**config.mk**
```make
export PLATFORM = sky130hd
export DESIGN_NAME = trig_pattern_gen
export DESIGN_NICKNAME = d
export VERILOG_FILES = /design/src/rtl/loctag_pkg.sv /design/src/rtl/us_ticker.sv /design/src/rtl/trig_pattern_gen.sv
export SDC_FILE = /design/constraint.sdc
export NUM_CORES = 1
export LEC_CHECK = 0
export ABC_AREA = 1
export ABC_CLOCK_PERIOD_IN_PS = 2800
export BUFFER_PORTS_ARGS = -buffer_cell sky130_fd_sc_hd__clkbuf_2
export CAP_MARGIN = 10
export CORE_UTILIZATION = 40
export DETAILED_ROUTE_END_ITERATION = 10
export SKIP_LAST_GASP = 1
export SYNTH_ARGS = -nofsm -noshare
export SYNTH_HDL_FRONTEND = slang
export SYNTH_HIERARCHICAL = 1
export SYNTH_SLANG_ARGS = --single-unit
```
**constraint.sdc**
```tcl
create_clock -name clk -period 2.8 [get_ports clk]
set_input_delay 0.28 -clock clk [delete_from_list [all_inputs] [get_ports clk]]
set_output_delay 0.28 -clock clk [all_outputs]
set_load 0.02 [all_outputs]
```
**src/rtl/loctag_pkg.sv**
```systemverilog
// Shared constants, mode encodings and FSM state type for the tag trigger path.
// Packet lengths are the full tag-side window: info-got through mod/CRC end.
package loctag_pkg;

    localparam int CLK_PER_US = 50;
    localparam int CNT_W      = 16;

    localparam logic [1:0] MODE_B = 2'b10;
    localparam logic [1:0] MODE_N = 2'b01;

    localparam int B_INFO_US     = 2;
    localparam int B_PREAMBLE_US = 144;
    localparam int B_MOD_US      = 320;
    localparam int B_CRC_US      = 32;
    localparam int B_PKT_US      = B_INFO_US + B_PREAMBLE_US + B_MOD_US + B_CRC_US;

    localparam int N_INFO_US     = 2;
    localparam int N_PREAMBLE_US = 64;
    localparam int N_MOD_US      = 128;
    localparam int N_PKT_US      = N_INFO_US + N_PREAMBLE_US + N_MOD_US;

    typedef enum logic [1:0] {
        ST_IDLE   = 2'd0,
        ST_BURST  = 2'd1,
        ST_GAP    = 2'd2,
        ST_FINISH = 2'd3
    } state_t;

    function automatic logic mode_valid(input logic [1:0] m);
        return (m == MODE_B) || (m == MODE_N);
    endfunction

endpackage

```
**src/rtl/us_ticker.sv**
```systemverilog
// Microsecond divider: counts 0..DIV-1 and pulses tick for one cycle on the last count.
// clr holds the divider at zero so the first tick lands a full microsecond after release.
module us_ticker #(
    parameter int DIV = loctag_pkg::CLK_PER_US
) (
    input  logic clk,
    input  logic reset,
    input  logic clr,
    output logic tick
);
    localparam int DIV_W = (DIV > 1) ? $clog2(DIV) : 1;
    localparam logic [DIV_W-1:0] DIV_LAST = DIV_W'(DIV - 1);

    logic [DIV_W-1:0] r_div;

    always_ff @(posedge clk) begin
        if (reset || clr) begin
            r_div <= '0;
        end else if (r_div == DIV_LAST) begin
            r_div <= '0;
        end else begin
            r_div <= r_div + 1'b1;
        end
    end

    assign tick = (r_div == DIV_LAST) && !clr;

endmodule

```
**src/rtl/trig_pattern_gen.sv**
```systemverilog
// Packet-envelope trigger generator: bursts of 11b/11n-length highs separated by gaps.
// Define TRIG_PATTERN_GEN_JITTER_EN to add 0..15 us of LFSR jitter to every gap.
module trig_pattern_gen #(
    parameter int CLK_PER_US = loctag_pkg::CLK_PER_US,
    parameter int B_PKT_US   = loctag_pkg::B_PKT_US,
    parameter int N_PKT_US   = loctag_pkg::N_PKT_US,
    parameter int CNT_W      = loctag_pkg::CNT_W
) (
    input  logic             clk,
    input  logic             reset,
    input  logic             start,
    input  logic             abort,
    input  logic [1:0]       mode,
    input  logic [7:0]       pkt_count,
    input  logic [CNT_W-1:0] gap_us,
    output logic             trig_out,
    output logic             busy,
    output logic             done,
    output logic [7:0]       pkt_idx
);
    import loctag_pkg::*;

    localparam logic [CNT_W:0] US_MAX = {1'b0, {CNT_W{1'b1}}};

    state_t           r_state;
    logic [1:0]       r_mode;
    logic [7:0]       r_pkt_count;
    logic [7:0]       r_pkt_idx;
    logic [CNT_W-1:0] r_gap;
    logic [CNT_W-1:0] r_us;
    logic             r_trig;
    logic             r_busy;
    logic             r_done;

    logic             w_tick;
    logic             w_tick_clr;
    logic [CNT_W:0]   w_us_inc;
    logic [CNT_W-1:0] w_us_sat;
    logic [CNT_W:0]   w_pkt_term;
    logic [CNT_W:0]   w_gap_base;
    logic [CNT_W:0]   w_gap_jit;
    logic [CNT_W:0]   w_gap_sum;
    logic [CNT_W:0]   w_gap_term;
    logic             w_burst_end;
    logic             w_last_pkt;
    logic             w_gap_entry;

    // Divider idles cleared; BURST/GAP exits land on a tick, so it wraps to 0 on every entry.
    assign w_tick_clr = (r_state == ST_IDLE) || (r_state == ST_FINISH);

    us_ticker #(
        .DIV (CLK_PER_US)
    ) u_ticker (
        .clk   (clk),
        .reset (reset),
        .clr   (w_tick_clr),
        .tick  (w_tick)
    );

    assign w_us_inc    = {1'b0, r_us} + 1'b1;
    assign w_us_sat    = (&r_us) ? r_us : r_us + 1'b1;
    assign w_pkt_term  = (r_mode == MODE_B) ? (CNT_W+1)'(B_PKT_US) : (CNT_W+1)'(N_PKT_US);
    assign w_gap_base  = (r_gap == '0) ? (CNT_W+1)'(1) : {1'b0, r_gap};
    assign w_gap_sum   = w_gap_base + w_gap_jit;
    assign w_gap_term  = (w_gap_sum > US_MAX) ? US_MAX : w_gap_sum;
    assign w_burst_end = (w_us_inc == w_pkt_term);
    assign w_last_pkt  = (r_pkt_idx == (r_pkt_count - 8'd1));
    assign w_gap_entry = (r_state == ST_BURST) && !abort && w_tick && w_burst_end && !w_last_pkt;

`ifdef TRIG_PATTERN_GEN_JITTER_EN
    logic [15:0] r_lfsr;

    // Fibonacci taps 16,14,13,11; the gap being entered sees the advanced value.
    always_ff @(posedge clk) begin
        if (reset) begin
            r_lfsr <= 16'hACE1;
        end else if (w_gap_entry) begin
            r_lfsr <= {r_lfsr[14:0], r_lfsr[15] ^ r_lfsr[13] ^ r_lfsr[12] ^ r_lfsr[10]};
        end
    end

    assign w_gap_jit = {{(CNT_W-3){1'b0}}, r_lfsr[3:0]};
`else
    assign w_gap_jit = '0;
`endif

    always_ff @(posedge clk) begin
        if (reset) begin
            r_state     <= ST_IDLE;
            r_mode      <= '0;
            r_pkt_count <= '0;
            r_pkt_idx   <= '0;
            r_gap       <= '0;
            r_us        <= '0;
            r_trig      <= 1'b0;
            r_busy      <= 1'b0;
            r_done      <= 1'b0;
        end else begin
            r_done <= 1'b0;
            if ((r_state != ST_IDLE) && abort) begin
                r_state <= ST_IDLE;
                r_us    <= '0;
                r_trig  <= 1'b0;
                r_busy  <= 1'b0;
            end else begin
                case (r_state)
                    ST_IDLE: begin
                        if (start && !abort) begin
                            r_busy <= 1'b1;
                            r_us   <= '0;
                            if (mode_valid(mode) && (pkt_count != 8'd0)) begin
                                r_mode      <= mode;
                                r_pkt_count <= pkt_count;
                                r_gap       <= gap_us;
                                r_pkt_idx   <= 8'd0;
                                r_trig      <= 1'b1;
                                r_state     <= ST_BURST;
                            end else begin
                                r_done  <= 1'b1;
                                r_state <= ST_FINISH;
                            end
                        end
                    end
                    ST_BURST: begin
                        if (w_tick) begin
                            if (w_burst_end) begin
                                r_us   <= '0;
                                r_trig <= 1'b0;
                                if (w_last_pkt) begin
                                    r_done  <= 1'b1;
                                    r_state <= ST_FINISH;
                                end else begin
                                    r_state <= ST_GAP;
                                end
                            end else begin
                                r_us <= w_us_sat;
                            end
                        end
                    end
                    ST_GAP: begin
                        if (w_tick) begin
                            if (w_us_inc == w_gap_term) begin
                                r_us      <= '0;
                                r_trig    <= 1'b1;
                                r_pkt_idx <= r_pkt_idx + 8'd1;
                                r_state   <= ST_BURST;
                            end else begin
                                r_us <= w_us_sat;
                            end
                        end
                    end
                    ST_FINISH: begin
                        r_busy  <= 1'b0;
                        r_state <= ST_IDLE;
                    end
                    default: begin
                        r_state <= ST_IDLE;
                    end
                endcase
            end
        end
    end

    assign trig_out = r_trig;
    assign busy     = r_busy;
    assign done     = r_done;
    assign pkt_idx  = r_pkt_idx;

endmodule

```
== Word-level counts from Yosys, hierarchy flattened ==
Cells that the tools add are included.

* Register bits after elaboration: 61
* Bits of input ports: 30
* Output and inout port bits: 11
* Logic and storage cells: 96

* Add/subtract/negate cells: 5
* Order comparisons: 1
* Equal/unequal tests: 16
* Mux-type cells: 38
* Bitwise logic cells: 1
* Reductions and logical operators: 25

{| class="wikitable"
|+ Operators by type and width
! operator !! count
|-
| $mux W16 || 8
|-
| $pmux W16 S3 || 1
|-
| $mux W8 || 4
|-
| $add A16 B1 Y17 const B || 1
|-
| $eq A17 B16 Y1 || 1
|-
| $eq A17 B9 Y1 || 1
|-
| $add A16 B1 Y16 const B || 1
|-
| $gt A16 B16 Y1 const B || 1
|-
| $logic_not A16 Y1 || 1
|-
| $pmux W8 S2 || 1
|-
| $reduce_and A16 Y1 || 1
|-
| $mux W1 || 13
|-
| $mux W2 || 6
|-
| $mux W9 || 1
|-
| $add A8 B1 Y8 const B || 1
|-
| $eq A2 B2 Y1 const B || 4
|-
| $eq A8 B8 Y1 || 1
|-
| $ne A2 B1 Y1 const B || 4
|-
| $pmux W2 S4 || 1
|-
| $reduce_and A4 Y1 || 2
|-
| $reduce_bool A8 Y1 || 1
|-
| $sub A8 B1 Y8 const B || 1
|-
| $reduce_and A7 Y1 || 1
|-
| $add A6 B1 Y6 const B || 1
|-
| other kinds (16) || 28
|}

== Depth between registers and ports, before layout ==
Gate-level depths: netlist of run 1.

* Depth in word-level cells: 8
* Gate-level depth with buffers: 17
* Gate-level depth less buffers: 17

== Hierarchy ==
Netlist of run 1, hierarchy kept.

{| class="wikitable"
|+ By module, submodules not included
! module !! instances !! cells an instance !! area an instance (um^2) !! seq. area each (um^2)
|-
| trig_pattern_gen || 1 || 572 || 3577.2 || 1101.1
|-
| us_ticker || 1 || 34 || 277.8 || 120.1
|}

== Worst setup path before layout of run 1 ==
Ideal clock, no wire load.

* Kind: register to register
* Start: register r_state[0]
* End: register r_us[3]
* Setup time: 0.073 ns
* Arrival: 2.064 ns
* Required time: 2.727 ns
* Setup slack: 0.664 ns
* Cell stages (with the launch flop): 13
* Buffers on the path: 2
* Period minus slack after synthesis: 2.136 ns
* Path through: dfxtp_1 > inv_1 > ha_1 > inv_1 > nor2_1 > o21bai_1 > nand2_1 > or2_1 > clkbuf_1 > nor2_2 > buf_2 > nand3_1 > a21oi_1

* Cells in the longest elaborated chain, start to end: 6
* Elaborated cells on any way between the ends: 16
* Those cells by class: eq/ne: 6; mux: 1; reduce/logical: 9

{| class="wikitable"
|+ RTL lines
! element !! RTL line !! RTL
|-
| start: declaration || trig_pattern_gen.sv:25 || <nowiki>state_t r_state;</nowiki>
|-
| start signal: assignment || trig_pattern_gen.sv:89 || <nowiki>r_state <= ST_IDLE;</nowiki>
|-
| start signal: assignment || trig_pattern_gen.sv:101 || <nowiki>r_state <= ST_IDLE;</nowiki>
|-
| start signal: assignment || trig_pattern_gen.sv:117 || <nowiki>r_state <= ST_BURST;</nowiki>
|-
| $eq A2 B2 Y1 / $logic_not A2 Y1 (equally long branches) || trig_pattern_gen.sv:49 || <nowiki>assign w_tick_clr = (r_state == ST_IDLE) || (r_state == ST_FINISH);</nowiki>
|-
| $logic_or A1 B1 Y1 (*) || trig_pattern_gen.sv:49 ||
|-
| via w_tick_clr || trig_pattern_gen.sv:36 || <nowiki>logic w_tick_clr;</nowiki>
|-
| $logic_not A1 Y1 (*) || us_ticker.sv:26 || <nowiki>assign tick = (r_div == DIV_LAST) && !clr;</nowiki>
|-
| $logic_and A1 B1 Y1 (*) || us_ticker.sv:26 ||
|-
| via w_tick || trig_pattern_gen.sv:35 || <nowiki>logic w_tick;</nowiki>
|-
| $ne A2 B1 Y1 (no line) || - ||
|-
| $reduce_and A4 Y1 (no line) (*) || - ||
|-
| end signal: assignment || trig_pattern_gen.sv:136 || <nowiki>r_us <= w_us_sat;</nowiki>
|-
| end signal: assignment || trig_pattern_gen.sv:148 || <nowiki>r_us <= w_us_sat;</nowiki>
|-
| end: declaration || trig_pattern_gen.sv:30 || <nowiki>logic [CNT_W-1:0] r_us;</nowiki>
|}

Mark *: on every way through the listed nets, which the timed path passes. The rest lies on a longest branch.
A chain may end at the register's enable or synchronous reset.

== Worst setup path in the final report of run 1 ==
* Start: register r_us[0]
* End: register r_pkt_idx[7] (netlist: pkt_idx[7])

* Cells in the longest elaborated chain, start to end: 4

{| class="wikitable"
|+ RTL lines
! element !! RTL line !! RTL
|-
| $add A16 B1 Y17 || trig_pattern_gen.sv:60 || <nowiki>assign w_us_inc = {1'b0, r_us} + 1'b1;</nowiki>
|-
| $eq A17 B16 Y1 || trig_pattern_gen.sv:142 || <nowiki>if (w_us_inc == w_gap_term) begin</nowiki>
|-
| $ne A2 B2 Y1 (no line) || - ||
|-
| $reduce_and A6 Y1 (no line) || - ||
|-
| end signal: assignment || trig_pattern_gen.sv:145 || <nowiki>r_pkt_idx <= r_pkt_idx + 8'd1;</nowiki>
|-
| end: declaration || trig_pattern_gen.sv:28 || <nowiki>logic [7:0] r_pkt_idx;</nowiki>
|}

No other way between the ends.

==> out/metrics.cfg, run 1 <==
[critical_path]
end_kind = flop
worst-endpoint-arrival_ns = 2.74
critical_path_class = reg2reg
critical_path_required_ns = 3.01
cp_max_fo = 14
critPathTopFamily = simple AND/OR/NAND/NOR gates
r2r_start = r_us[0]
rr_endpoint = pkt_idx[7]
crit_top_cell = nand2_1
cp.buffers_inverters = 0
r2r_slack_ns = 0.27
cpMaxStageDelayCell = dfxtp_1
cp-start-kind = flop
path_cells = ha_1, nand2_1, nor2_4, nand2_2, nand2_2, nand2_1, nand2_1, nand2_1, nor2_1, nand2_1, nor2_1, nand3_2, nand2_4, nand2_1, nand2_1, a21oi_1
slowest_delay_ns = 0.46
worstRegToRegCells = 16

[sta]
fmax_ghz = 0.396
drv_slew = 0
clock_skew_ns = 0.00517
post-route-period-util_pct = 90.3
period_needed_ns = 2.53
finalSetupViolCount = 0
rsz0062_at_grt = false
finalHoldViolations = 0
fin_setup_tns_ns = 0
worst_pin_slew_ns = 0.548
relSlewSlack_pct = 63.2

[synth]
synth.avg_cell_area_sq_um = 6.36
synth_common_cells = nand2_1, nand3_1, inv_1
postSynth.asyncResetShare_pct = 0
ys.flop_type = dfxtp_1
yosysSeqAreaShare_pct = 31.7
synthTopCellsByArea = dfxtp_1, nand2_1, nand3_1
synth_top_area_cell = dfxtp_1
synth_edf_count = 0
synth_top_area_share_pct = 31.7
netlist_area_sq_mm = 0.00385
ys.warnings.count = 6
ys_ff_latch = 61
synthCells = 606
synth_nets = 646
yosysMostFrequentCell = nand2_1
yosysUniqueCellTypes = 33

[clock_network]
cts_made_buffers = 9
clk_pin_slew_ns = 0.07
postCtsHoldBufs = 0
cts_resized = 0
cts_tree = done
htree_num_levels = 3
cts_setup_buffers = 0
numClockSinks = 61
clk_path_buf_depth = 2
clk_latency_ns = 0.34
cts_root_buf = clkbuf_8

[die]
rows = 35
die_w_microns = 100
io-pin-count = 41
die_h_microns = 100
fp.coreArea_sq_mm = 0.00928
start_util_pct = 41.5
die_area_sq_mm = 0.0100

[placed_design]
hpwlAfterDp_microns = 8180
io_buffer_count = 40
place_congestion = 0.966
dp_cells = 766

[power]
power_density_mw_per_mm2 = 608
peakVddDrop_mv = 0.317
leakage_uw = 0.00185

[hold_path]
min_path_cells = 3
min_path_type = in2reg
hold_end = r_gap[10]
worstHoldStart = gap_us[10]

[global_route]
grt_pass1_wl_microns = 17700
grt-ovfl-total = 0
antenna_found_initial = 0
grtUsageTotal_pct = 22.7
grt_max_degree = 48
first_global_vias = 3823

[status]
status = complete, no violations

[route]
initialDrtViolationCount = 156
detail-route-antenna-nets = 0
via_count = 3907
drt_first_pass_iters = 5
drcViolationCount = 0
wl_per_cell_microns = 13.4
wl_microns = 10500
viasPerCell = 5.00

[cells_and_area]
drive_gt1_share_pct = 14.1
final_util_pct = 47.3
fin_nets = 688
antenna_cells = 0
area_growth_pct = 13.9
layout.cells.non_filler = 781

[flow_run]
cap_violations = 0

how the worst max path moves through the flow:
| stage | start | to | slack, ns | cells past startpoint |
|---|---|---|---|---|
| 3_3_place_gp | r_us[0] | pkt_idx[1] | 0.33 | 16 |
| 2_1_floorplan | r_state[0] | r_us[3] | 0.66 | 12 |
| 3_5_place_dp | r_us[0] | pkt_idx[0] | 0.28 | 16 |
| 4_1_cts | r_us[0] | pkt_idx[0] | 0.27 | 16 |
| 6_report | r_us[0] | pkt_idx[7] | 0.27 | 16 |
| 5_1_grt | r_us[0] | pkt_idx[0] | 0.04 | 16 |
layer usage:
| metal | track usage (%) | up-vias | part of all wire (%) |
|---|---|---|---|
| met3 | 5.64 | 18 | 3.5 |
| li1 | - | 2041 | - |
| met1 | 25.7 | 1772 | 44 |
| met4 | 7.58 | 0 | 2.1 |
| met5 | 0 | - | 0 |
| met2 | 41.4 | 76 | 51 |
registers in the layout, indices dropped and copies added, names as in the netlist:
register	cells
r_gap	16
u_ticker/r_div	6
r_mode	2
pkt_idx	8
r_us	16
trig_out	1
done	1
busy	1
r_state	2
r_pkt_count	8
report_power, final:
| group | total [uW] | internal, uW | switching, uW |
|---|---|---|---|
| Combinational | 872 | 287 | 585 |
| Clock | 795 | 451 | 343 |
| Sequential | 1000 | 939 | 63.0 |
cells by family (layout without fill, tap and decap cells):
| kind of cell | after synthesis | in the layout | share of synthesized area (%) |
|---|---|---|---|
| buffers and inverters | 85 | 131 | 8.60 |
| AOI/OAI and AO/OA | 99 | 99 | 13.1 |
| adders and majority gates | 10 | 10 | 3.25 |
| DFF | 61 | 61 | 31.7 |
| and+or+nand+nor | 333 | 333 | 38.9 |
| xor gates and xnor gates | 18 | 18 | 4.48 |
cell usage in the layout, fill, tap and decap left out, drive strengths merged:
cell and n:
o21bai 3, nor2 75, dfxtp 61, xor2 10, clkinv 3, nand3 72
nand3b 2, inv 69, buf 6, clkbuf 51, nor4 2, xor3 1
clkinvlp 1, a21oi 60, nand2 166, bufinv 1, xnor2 7, nand4 10
nor3 4, ha 10, o21ai 36, or2 2
layout make-up:
type	count	area [sq um]
Timing Repair Buffer	46	245
Fill cell	1021	4890
Clock buffer	11	151
Tap cell	129	161
Sequential cell	61	1220
Inverter	70	263
Multi-Input combinational cell	460	2300
Clock inverter	4	47.5
worst reg2reg max path: stages (launching register included):
cell and delay [ns]:
dfxtp_1 0.46, ha_1 0.23, nand2_1 0.11, nor2_4 0.15
nand2_2 0.10, nand2_2 0.09, nand2_1 0.13, nand2_1 0.09
nand2_1 0.05, nor2_1 0.10, nand2_1 0.06, nor2_1 0.17
nand3_2 0.13, nand2_4 0.16, nand2_1 0.21, nand2_1 0.11
a21oi_1 0.06
stage by stage:
stage	worst slack, ns	power [uW]	cell area (sq um)	hold slack, ns
floorplan	0.664	1670	3850	0.349
global placement	0.331	1870	4190	0.438
detailed placement	0.285	1890	4190	0.459
CTS	0.272	2690	4390	0.209
global route	0.0435	2860	4390	0.205
finish	0.272	2670	4390	0.218
No activity file was read; power rests on OpenSTA's default activity.
==> run 2, diff against run 1 <==
--- a/config.mk
+++ b/config.mk
@@ -7,10 +7,10 @@
 export LEC_CHECK = 0
 export ABC_AREA = 1
 export ABC_CLOCK_PERIOD_IN_PS = 2800
-export BUFFER_PORTS_ARGS = -buffer_cell sky130_fd_sc_hd__clkbuf_2
 export CAP_MARGIN = 10
 export CORE_UTILIZATION = 40
 export DETAILED_ROUTE_END_ITERATION = 10
+export DONT_BUFFER_PORTS = 1
 export SKIP_LAST_GASP = 1
 export SYNTH_ARGS = -nofsm -noshare
 export SYNTH_HDL_FRONTEND = slang
==> out/metrics.cfg, run 2 (synthesis gave the netlist of run 1 again) <==
[critical_path]
crit_top_cell = nand2_1
end_kind = flop
path_cells = ha_1, nand2_1, nor2_4, nand2_2, nand2_2, nand2_1, nand2_1, nand2_1, nor2_1, nand2_1, nor2_1, nand3_2, nand2_4, nand2_1, nand2_1, a21oi_1
r2r_start = r_us[0]
worstSetupStartpoint = r_us[0]
critical_path_required_ns = 3.00  ; about the same
worst-endpoint-arrival_ns = 2.66  ; -0.08 ns
slowest_delay_ns = 0.46  ; about the same
cpMaxStageDelayCell = dfxtp_1
cp-start-kind = flop
critical_path_class = reg2reg
cp_max_fo = 14  ; unchanged

[cells_and_area]
nFillCells = 1003  ; -1.8%
largestRegisters = r_gap (16), r_us (16)
final_cell_mix = nand2_1, nand3_1, inv_1, nor2_1, dfxtp_1
mostFrequentLayoutCell = nand2_1
antenna_cells = 0  ; unchanged
fin_nets = 648  ; -5.8%
area_growth_pct = 9.54
drive_gt1_share_pct = 8.17  ; -5.9 points

[sta]
fmax_ghz = 0.408  ; +3.1%
period_needed_ns = 2.45  ; -0.0750 ns
post-route-period-util_pct = 87.6  ; -2.7 points
worst_pin_slew_ns = 0.551  ; +0.00244 ns
drv_slew = 0  ; unchanged
rsz0062_at_grt = false
fin_setup_tns_ns = 0  ; unchanged
clock_skew_ns = 0.00952  ; +0.00435 ns
finalHoldViolations = 0  ; unchanged
finalSetupViolCount = 0  ; unchanged
relSlewSlack_pct = 63.1  ; -0.16 points
setup_ws_ns = 0.347  ; +0.0750 ns

[global_route]
first_global_vias = 3608  ; -5.6%
grt_pass1_wl_microns = 17400  ; -1.7%
grt-ovfl-total = 0  ; unchanged
antenna_found_initial = 0  ; unchanged
grt_max_degree = 48  ; unchanged
grtUsageTotal_pct = 22.1  ; -0.59 points

[placed_design]
hpwlAfterDp_microns = 7860  ; -4.0%
place_congestion = 0.870  ; -9.9%
dp_slack_ns = 0.400  ; +0.115 ns
io_buffer_count = 0  ; -100%

[clock_network]
htree_num_levels = 3  ; unchanged
clk_latency_ns = 0.34  ; about the same
cts_setup_buffers = 0  ; unchanged
cts_root_buf = clkbuf_8
cts_resized = 0  ; unchanged
numClockSinks = 61  ; unchanged
cts_made_buffers = 9  ; unchanged
clk_path_buf_depth = 2  ; unchanged
clk_pin_slew_ns = 0.07  ; about the same
cts_tree = done
postCtsHoldBufs = 1  ; +1

[hold_path]
min_path_type = in2reg
worstHoldStart = gap_us[10]

[die]
die_w_microns = 100  ; unchanged
fp.coreArea_sq_mm = 0.00928  ; unchanged
die_area_sq_mm = 0.0100  ; unchanged
start_util_pct = 41.5  ; unchanged
rows = 35  ; unchanged
io-pin-count = 41  ; unchanged
die_h_microns = 100  ; unchanged

[route]
via_count = 3814  ; -2.4%
wl_per_cell_microns = 14.0  ; +4.1%
drt_first_pass_iters = 6  ; +1
wl_microns = 10400  ; -1.3%
initialDrtViolationCount = 179  ; +15%
viasPerCell = 5.15  ; +2.9%
drcViolationCount = 0  ; unchanged
detail-route-antenna-nets = 0  ; unchanged

[power]
leakage_uw = 0.00169  ; -8.5%
peakVddDrop_mv = 0.263  ; -17%
power_density_mw_per_mm2 = 658  ; +8.3%

[flow_run]
cap_violations = 0  ; unchanged

[status]
status = complete, no violations

run 2: changes by cell type in the layout (fill, tap and decap cells not counted), sizes merged:
cell | previous run | this run
bufinv | 1 | 3
clkinvlp | 1 | 0
clkbuf | 51 | 10
buf | 6 | 5
dlygate4sd3 | 0 | 1
run 2: layer usage:
metal  routed length [microns]  GRT usage [%]  share of wire, %
met1                      4220           25.1                41
met4                       166           6.13               1.6
met3                       646           6.13               6.2
met5                         0              0                 0
met2                      5320           40.3                51
run 2: worst paths after layout:
check                           slack, ns  cells after the start         end
worst min-delay path                 0.10                      2   r_gap[10]
worst max-delay path                 0.35                     16  pkt_idx[5]
worst max register to register       0.35                     16  pkt_idx[5]
worst min register to register       0.46                      2   r_mode[1]
run 2: stage by stage:
stage	cell area (sq um)	instances	hold WS (ns)	utilization, %	power [uW]
3_3_place_gp	3990	725	0.352	42.9	1840
4_1_cts	4220	741	0.0844	45.5	2800
6_report	4220	741	0.100	45.5	2780
2_1_floorplan	3850	606	0.349	-	1670
3_5_place_dp	3990	725	0.353	42.9	1850
5_1_grt	4220	741	0.123	45.5	2960
run 2: power breakdown:
group          switching (uW)  internal, uW  leakage (uW)
Sequential               82.2           940      0.000495
Clock                     348           584      0.000116
Combinational             558           268       0.00108
run 2: worst max-delay path, delay by kind of cell (launching register included):
family                   cells  cell delay (ns)
AND/OR/NAND/NOR             14             1.53
flip-flops                   1             0.46
adder cells (fa/ha/maj)      1             0.23
AO/OA/AOI/OAI                1             0.07
run 2: final cells by class:
class,count,area (sq um),share of cell area [%]
clock buffers,10,128,3.02
clock inverters,5,100,2.37
inverters,70,263,6.22
multi-input cells,460,2300,54.5
flip-flops and latches,61,1220,28.9
well taps,129,161,3.82
repair buffers,6,47.5,1.13
